--- config.mk ---
export PLATFORM = sky130hd
export DESIGN_NAME = seq_frame_tx
export DESIGN_NICKNAME = d
export VERILOG_FILES = /design/src/rtl/seq_pkg.sv /design/src/rtl/piso_shift.sv /design/src/rtl/seq_frame_tx.sv
export SDC_FILE = /design/constraint.sdc
export NUM_CORES = 1
export LEC_CHECK = 0
export ABC_AREA = 1
export ABC_CLOCK_PERIOD_IN_PS = 1700
export BUFFER_PORTS_ARGS = -buffer_cell sky130_fd_sc_hd__buf_2
export CORE_ASPECT_RATIO = 0.6
export CORE_MARGIN = 2
export CORE_UTILIZATION = 30
export CTS_BUF_LIST = sky130_fd_sc_hd__clkbuf_4
export DETAILED_ROUTE_END_ITERATION = 16
export PLACE_DENSITY = 0.59
export SLEW_MARGIN = 25
export SYNTH_ARGS = -nofsm -noshare
export SYNTH_HDL_FRONTEND = slang
export SYNTH_HIERARCHICAL = 1
export SYNTH_SLANG_ARGS = --single-unit
--- constraint.sdc ---
create_clock -name clk -period 1.7 [get_ports clk]
set_clock_uncertainty 0.05 [all_clocks]
set_input_delay 0.17 -clock clk [delete_from_list [all_inputs] [get_ports clk]]
set_output_delay 0.17 -clock clk [all_outputs]
set_load 0.03 [all_outputs]
--- src/rtl/seq_pkg.sv ---
// Shared definitions for the 1101 framing path: state encoding, sync pattern and
// the counter-width helper used by the transmitter.
package seq_pkg;

    typedef enum logic [1:0] {
        S_IDLE = 2'b00,
        S_SYNC = 2'b01,
        S_DATA = 2'b10,
        S_GAP  = 2'b11
    } state_t;

    localparam int unsigned SYNC_W       = 4;
    localparam logic [3:0]  SYNC_PAT_DEF = 4'b1101;

    // Width able to hold the largest per-state bit count (counter never wraps).
    function automatic int unsigned cnt_width(input int unsigned a, input int unsigned b,
                                              input int unsigned c);
        int unsigned m;
        m = a;
        if (b > m) m = b;
        if (c > m) m = c;
        return $clog2(m + 1);
    endfunction

endpackage

--- src/rtl/piso_shift.sv ---
// Parallel-in / serial-out payload register: load wins over shift, MSB is the serial tap.
module piso_shift #(
    parameter int unsigned DATA_W = 8
) (
    input  logic              clk,
    input  logic              rst,
    input  logic              load,
    input  logic              shift_en,
    input  logic [DATA_W-1:0] din,
    output logic              msb
);

    logic [DATA_W-1:0] shreg;

    always_ff @(posedge clk) begin
        if (!rst) begin
            shreg <= '0;
        end else if (load) begin
            shreg <= din;
        end else if (shift_en) begin
            shreg <= shreg << 1;
        end
    end

    assign msb = shreg[DATA_W-1];

endmodule

--- src/rtl/seq_frame_tx.sv ---
// Serial frame transmitter: sync pattern, MSB-first payload, then a zero gap.
// All outputs are registered from the next-state so dout lines up with the state it reports.
module seq_frame_tx
    import seq_pkg::*;
#(
    parameter int unsigned        DATA_W   = 8,
    parameter logic [SYNC_W-1:0]  SYNC_PAT = SYNC_PAT_DEF,
    parameter int unsigned        GAP_CYC  = 2
) (
    input  logic              clk,
    input  logic              rst,
    input  logic [DATA_W-1:0] data_in,
    input  logic              valid_in,
    output logic              ready_out,
    output logic              dout,
    output logic              sync_out,
    output logic              frame_active,
    output logic              done
);

    localparam int unsigned      CNT_W     = cnt_width(SYNC_W, DATA_W, GAP_CYC);
    localparam logic [CNT_W-1:0] SYNC_LAST = CNT_W'(SYNC_W - 1);
    localparam logic [CNT_W-1:0] DATA_LAST = CNT_W'(DATA_W - 1);
    localparam logic [CNT_W-1:0] GAP_LAST  = CNT_W'(GAP_CYC - 1);

    state_t           state_q, state_d;
    logic [CNT_W-1:0] cnt_q, cnt_d;
    logic             take;
    logic             shift_en;
    logic             shift_msb;
    logic [1:0]       sync_idx;
    logic             dout_d, sync_d, active_d, done_d, ready_d;

    assign take = valid_in && ready_out;

    // cnt is the index of the bit that will sit on dout in the next state.
    always_comb begin
        state_d = state_q;
        cnt_d   = cnt_q + CNT_W'(1);
        case (state_q)
            S_IDLE: begin
                cnt_d = '0;
                if (take) state_d = S_SYNC;
            end
            S_SYNC: begin
                if (cnt_q == SYNC_LAST) begin
                    state_d = S_DATA;
                    cnt_d   = '0;
                end
            end
            S_DATA: begin
                if (cnt_q == DATA_LAST) begin
                    state_d = S_GAP;
                    cnt_d   = '0;
                end
            end
            S_GAP: begin
                if (cnt_q == GAP_LAST) begin
                    state_d = S_IDLE;
                    cnt_d   = '0;
                end
            end
            default: begin
                state_d = S_IDLE;
                cnt_d   = '0;
            end
        endcase
    end

    // The payload shifts on the same edge its MSB is registered onto dout.
    assign shift_en = (state_d == S_DATA);
    assign sync_idx = 2'(SYNC_W - 1) - cnt_d[1:0];

    always_comb begin
        dout_d = 1'b0;
        case (state_d)
            S_SYNC:  dout_d = SYNC_PAT[sync_idx];
            S_DATA:  dout_d = shift_msb;
            default: dout_d = 1'b0;
        endcase
        sync_d   = (state_d == S_SYNC);
        active_d = (state_d != S_IDLE);
        done_d   = (state_d == S_DATA) && (cnt_d == DATA_LAST);
        ready_d  = (state_d == S_IDLE);
    end

    always_ff @(posedge clk) begin
        if (!rst) begin
            state_q      <= S_IDLE;
            cnt_q        <= '0;
            dout         <= 1'b0;
            sync_out     <= 1'b0;
            frame_active <= 1'b0;
            done         <= 1'b0;
            ready_out    <= 1'b0;
        end else begin
            state_q      <= state_d;
            cnt_q        <= cnt_d;
            dout         <= dout_d;
            sync_out     <= sync_d;
            frame_active <= active_d;
            done         <= done_d;
            ready_out    <= ready_d;
        end
    end

    piso_shift #(
        .DATA_W (DATA_W)
    ) u_payload (
        .clk      (clk),
        .rst      (rst),
        .load     (take),
        .shift_en (shift_en),
        .din      (data_in),
        .msb      (shift_msb)
    );

endmodule

# After elaboration in Yosys (flattened, before gate mapping)
# Cells that the tools add are included.
dict set report op_classes {
  addsub 2
  order_cmp 1
  eq_ne 9
  n_mux 14
  n_reduce_logical 6
}
# operator n
set op_table {}
lappend op_table {{8-bit two-way mux} 2}
lappend op_table {{4-bit one-hot mux with 4 select lines} 1}
lappend op_table {{4-bit two-way mux} 3}
lappend op_table {{4-bit by 3-bit == test with 1-bit output, second input constant} 2}
lappend op_table {{2-bit two-way mux} 4}
lappend op_table {{2-bit one-hot mux with 4 select lines} 1}
lappend op_table {{2-bit == test, second input constant} 3}
lappend op_table {{4-bit by 1-bit adder with 4-bit output, second input constant} 1}
lappend op_table {{2-bit by 1-bit == test with 1-bit output, second input constant} 2}
lappend op_table {{4-bit by 1-bit == test with 1-bit output, second input constant} 1}
lappend op_table {{4-bit by 2-bit == test with 1-bit output, second input constant} 1}
lappend op_table {{2-bit zero test} 2}
lappend op_table {{2-bit nonzero test} 2}
lappend op_table {{2-bit by 3-bit less-than comparator with 1-bit output, second input constant} 1}
lappend op_table {{1-bit binary-select mux with 2-bit select} 1}
lappend op_table {{1-bit logical AND} 2}
lappend op_table {{1-bit one-hot mux with 2 select lines} 1}
lappend op_table {{2-bit subtractor, first input constant} 1}
lappend op_table {{1-bit two-way mux} 1}
dict set report totals {
  reg_bits 19
  input_bits 11
  out_inout_bits 5
  elab_cells 40
}

# Depth between registers and ports, before layout
dict set report depth {
  ltp_word 7
  depth_mapped 13
  mapped_depth_nobuf 12
}

# Modules after synthesis
# The synthesis kept the hierarchy.
# mod instances cells_per_inst area_each_um2 seq_area_each_um2
set modules_own_cells {}
lappend modules_own_cells {seq_frame_tx 1 82 599.3 220.2}
lappend modules_own_cells {piso_shift 1 60 399.1 160.2}

# Least setup slack after synthesis
# No wires, ideal clock.
dict set report synth_path {
  path_kind {register -> register}
  startpoint {reg cnt_q[0]}
  endpoint {reg u_payload.shreg[1]}
  arrival_ns 1.601
  slack_ns -0.060
  path_stages_with_launch 13
  period_less_slack_ns 1.760
  cell_sequence {dfxtp_1 ha_1 nand2_2 o21ai_2 nand2_2 a22oi_2 ha_1 buf_4 nor2_8 nand2_1 nand3_1 nand2_1 inv_1}
}
dict set report synth_via {
  elab_chain_len 5
}
# item line_no
set synth_rtl {}
lappend synth_rtl {{start: declaration} seq_frame_tx.sv:27} ;# logic [CNT_W-1:0] cnt_q, cnt_d;
lappend synth_rtl {{start signal: assignment} seq_frame_tx.sv:98} ;# cnt_q <= cnt_d;
lappend synth_rtl {{4-bit by 1-bit == test with 1-bit output (tied with other cells)} seq_frame_tx.sv:58} ;# if (cnt_q == GAP_LAST) begin
lappend synth_rtl {{2-bit two-way mux, on equally long branches} {seq_frame_tx.sv:58, seq_frame_tx.sv:46, seq_frame_tx.sv:52}}
lappend synth_rtl {{2-bit one-hot mux with 4 select lines *} seq_frame_tx.sv:40} ;# case (state_q)
lappend synth_rtl {{2-bit == test *} seq_frame_tx.sv:71} ;# assign shift_en = (state_d == S_DATA);
lappend synth_rtl {{named net shift_en} seq_frame_tx.sv:29} ;# logic shift_en;
lappend synth_rtl {{2-bit nonzero test (no source line) *} n/a}
lappend synth_rtl {{end signal: assignment} piso_shift.sv:19} ;# shreg <= din;
lappend synth_rtl {{end signal: assignment} piso_shift.sv:21} ;# shreg <= shreg << 1;
lappend synth_rtl {{end: declaration} piso_shift.sv:13} ;# logic [DATA_W-1:0] shreg;
# Mark *: on every way through the listed nets, which the timed path passes. The rest lies on a longest branch.
# A chain may end at the register's enable or synchronous reset.

# Final worst setup path
dict set report layout_path {
  startpoint {reg cnt_q[1]}
  endpoint {reg u_payload.shreg[1]}
}
# Same word-level chain as after synthesis.

==> flow_summary_export.csv <==
group,metric,value,unit
power_and_ir_drop,leakage,0.698,nW
global_route,grt_pass1_wl,4050,um
final_layout,multi_input_area,598,um^2
worst_setup_path,cp-start-kind,"flop",
power_and_ir_drop,p_comb_share,15.4,%
clock_network,clock_latency,0.30,ns
floorplan,num_rows,16,
floorplan,initial_utilization,31.0,%
sta,fin_ws,-0.0837,ns
floorplan,die_width,78.5,um
logic_synthesis,postSynthAreaPerCell,7.03,um^2
final_layout,num-nets-final,194,
global_route,grt_pass1_vias,908,
worst_setup_path,crit_fanout,8,
clock_network,cts_tree,"built",
power_and_ir_drop,p_per_area,610,mW/mm^2
sta,hold_viol_final,0,
clock_network,cts_buffer_depth,2,
routing,drtAntennaViolNets,0,
logic_synthesis,synth.distinct_cells,18,
logic_synthesis,yosysTopAreaCell,"dfxtp_1",
sta,worst_slew_pin_slew,0.262,ns
final_layout,seq_area,388,um^2
sta,drv_slew,0,
final_layout,fillers,329,
logic_synthesis,synth_seq_area_share,38.1,%
sta,fin_crit,1.78,ns
clock_network,htree_num_levels,1,
routing,dr.first_iter.drc_count,35,
sta,relSlewSlack,82.5,%
sta,grt_setup_unrepaired,"true",
logic_synthesis,async_flop_share,0,%
logic_synthesis,synth.area.top_cells,"dfxtp_1 (38%), nand2_1 (17%), nand3_1 (9.5%), inv_1 (8.3%), ha_1 (7.5%)",
power_and_ir_drop,p_switching,0.000223,W
placement,dp_hpwl,1750,um
routing,finalWirelength,2530,um
logic_synthesis,yosys-top-cells-count,"nand2_1 (45), inv_1 (22), dfxtp_1 (19), nand3_1 (19), nor2_1 (10)",
routing,drc,0,
power_and_ir_drop,internal_power,0.000620,W
floorplan,die_height,48.7,um
logic_synthesis,ys_ff_latch,19,
clock_network,ctsHoldBuffers,0,
logic_synthesis,yosysWarnings,6,
routing,drtPass1Iterations,4,
routing,vias_per_cell,4.40,
final_layout,drive_gt1_share,33.0,%
placement,place_congestion,0.853,
floorplan,ios,16,
run,cap_violations,0,
clock_network,numCtsBuffers,3,
status,status,"finished, violations left",
routing,route.detailed.wl_per_inst,11.4,um
logic_synthesis,synth_top_area_share,38.1,%
clock_network,cts.sinks,19,
placement,io_buffers,15,
logic_synthesis,synth_edf_count,0,
global_route,grt_overflow,0,
routing,via_count,972,
sta,setup_violations,10,
power_and_ir_drop,p_seq_share,55.8,%
floorplan,design.die.area,0.00382,mm^2
worst_hold_path,min_path_type,"in2reg",
floorplan,core_area,0.00322,mm^2
worst_setup_path,required,1.85,ns
sta,fin_tns_setup,-0.545,ns
final_layout,utilization,42.9,%
logic_synthesis,synth_area,998,um^2
clock_network,cts_root_buf,"clkbuf_4",
logic_synthesis,synth_cells,142,
global_route,grt.total_usage,13.5,%
global_route,grt_max_degree,12,
logic_synthesis,synth.most_common_cell,"nand2_1",
status,failed_checks,"negative setup slack",
final_layout,insertedDiodeCount,0,
sta,fmax,0.561,GHz
worst_setup_path,critPathKind,"reg2reg",
logic_synthesis,syn-num-nets,159,
power_and_ir_drop,pwr-share-clk,28.8,%
power_and_ir_drop,sw_frac_of_total,26.4,%
worst_setup_path,crit_path_end_kind,"flop",
global_route,antenna_found_initial,0,
clock_network,clk_pin_slew,0.11,ns
logic_synthesis,synthFlopType,"dfxtp_1",
power_and_ir_drop,irDropWorstVdd,201,uV
sta,fin_crit_sh,105,%
final_layout,area_delta_synth_final,38.3,%
worst_setup_path,critPathArrivalTime,1.93,ns
## cells by family (layout without fill, tap and decap cells)
family	Yosys count	after routing	share of synthesized area (%)
flip-flops	19	19	38.1
buffers and inverters	26	60	10.9
AO/OA/AOI/OAI	7	7	4.64
adder cells (fa/ha/maj)	6	6	7.52
XOR/XNOR	2	2	1.75
AND/OR/NAND/NOR	82	82	37.1
## routing by layer
metal	up-vias	track usage, %	share of wire (%)	wire length [um]
li1	505	-	-	-
met1	438	19.9	50	1270
met2	25	20.0	44	1110
met3	4	2.99	5.1	128
met4	0	3.22	0.48	12
met5	-	0	0	0
## timing repair
item,4_1_cts,5_1_grt
setup endpoints to repair,10,14
gates cloned,0,0
buffers inserted,8,2
gates resized for setup,5,11
hold endpoints to repair,0,0
pin swaps,6,5
## power groups by stage
stage,clock network [W],logic (W),registers (W)
after detailed placement,0,0.000109,0.000482
after global placement,0,0.000107,0.000481
after CTS,0.000256,0.000118,0.000470
after global routing,0.000264,0.000145,0.000472
after floorplan,0,0.0000625,0.000489
final,0.000243,0.000129,0.000470
## flip-flops by register name, summed over array words and instances (netlist names)
signal,flops
done,1
dout,1
cnt_q,4
frame_active,1
state_q,2
u_payload/shreg,8
sync_out,1
ready_out,1
## worst paths after layout
kind                                         from                         endpoint  depth (start not counted)  slack, ns
hold reg to reg   u_payload/shreg[4]$_SDFFE_PN0P_  u_payload/shreg[4]$_SDFFE_PN0P_                          2       0.45
hold / removal                         data_in[0]  u_payload/shreg[0]$_SDFFE_PN0P_                          3       0.10
setup reg to reg              cnt_q[1]$_SDFF_PN0_  u_payload/shreg[1]$_SDFFE_PN0P_                         13      -0.08
setup / recovery              cnt_q[1]$_SDFF_PN0_  u_payload/shreg[1]$_SDFFE_PN0P_                         13      -0.08
## critical path: stages (launching register included)
cell     delay (ns)
dfxtp_4        0.38
inv_2          0.06
ha_4           0.13
nand2_4        0.05
o21ai_4        0.13
nand2_2        0.07
a22oi_2        0.21
ha_4           0.21
buf_12         0.11
nor2_8         0.04
nand2_1        0.06
nand3_1        0.07
nand2_1        0.06
inv_1          0.03
## cells in the final DEF, fill, tap and decap left out
cell type	netlist	layout
nand2_2	2	1
nand4_1	2	2
nor2_2	2	2
clkbuf_4	0	4
nand2_1	45	45
nor2_4	1	1
dfxtp_1	19	17
nand3_1	19	17
nor2_8	1	1
buf_12	0	1
dfxtp_4	0	2
buf_4	1	15
a21oi_1	5	4
xor2_1	2	2
ha_4	0	5
nor2_1	10	10
inv_2	2	4
o21ai_4	0	1
buf_6	1	1
a22oi_2	1	1
nand3_2	0	2
nand2_4	0	1
inv_1	22	20
a21oi_2	0	1
buf_2	0	15
ha_1	6	1
## layout make-up
class / instances / area share [%]
Clock buffer: 4 / 2.17
Inverter: 24 / 6.52
Multi-Input combinational cell: 97 / 43.3
Sequential cell: 19 / 28.1
Tap cell: 45 / 4.08
Timing Repair Buffer: 32 / 15.9
## metrics by stage
step           setup WS (ns)  total power [W]  hold WS [ns]  std cells  instance area, um^2
2_1_floorplan        -0.0378         0.000551         0.218        142                 1030
3_3_place_gp         -0.0560         0.000588         0.385        208                 1200
3_5_place_dp          -0.165         0.000591         0.382        208                 1200
4_1_cts              -0.0507         0.000844        0.0586        220                 1310
5_1_grt               -0.196         0.000880         0.119        221                 1380
6_report             -0.0837         0.000842         0.102        221                 1380
Note: power is estimated with default switching activity, not from simulation.
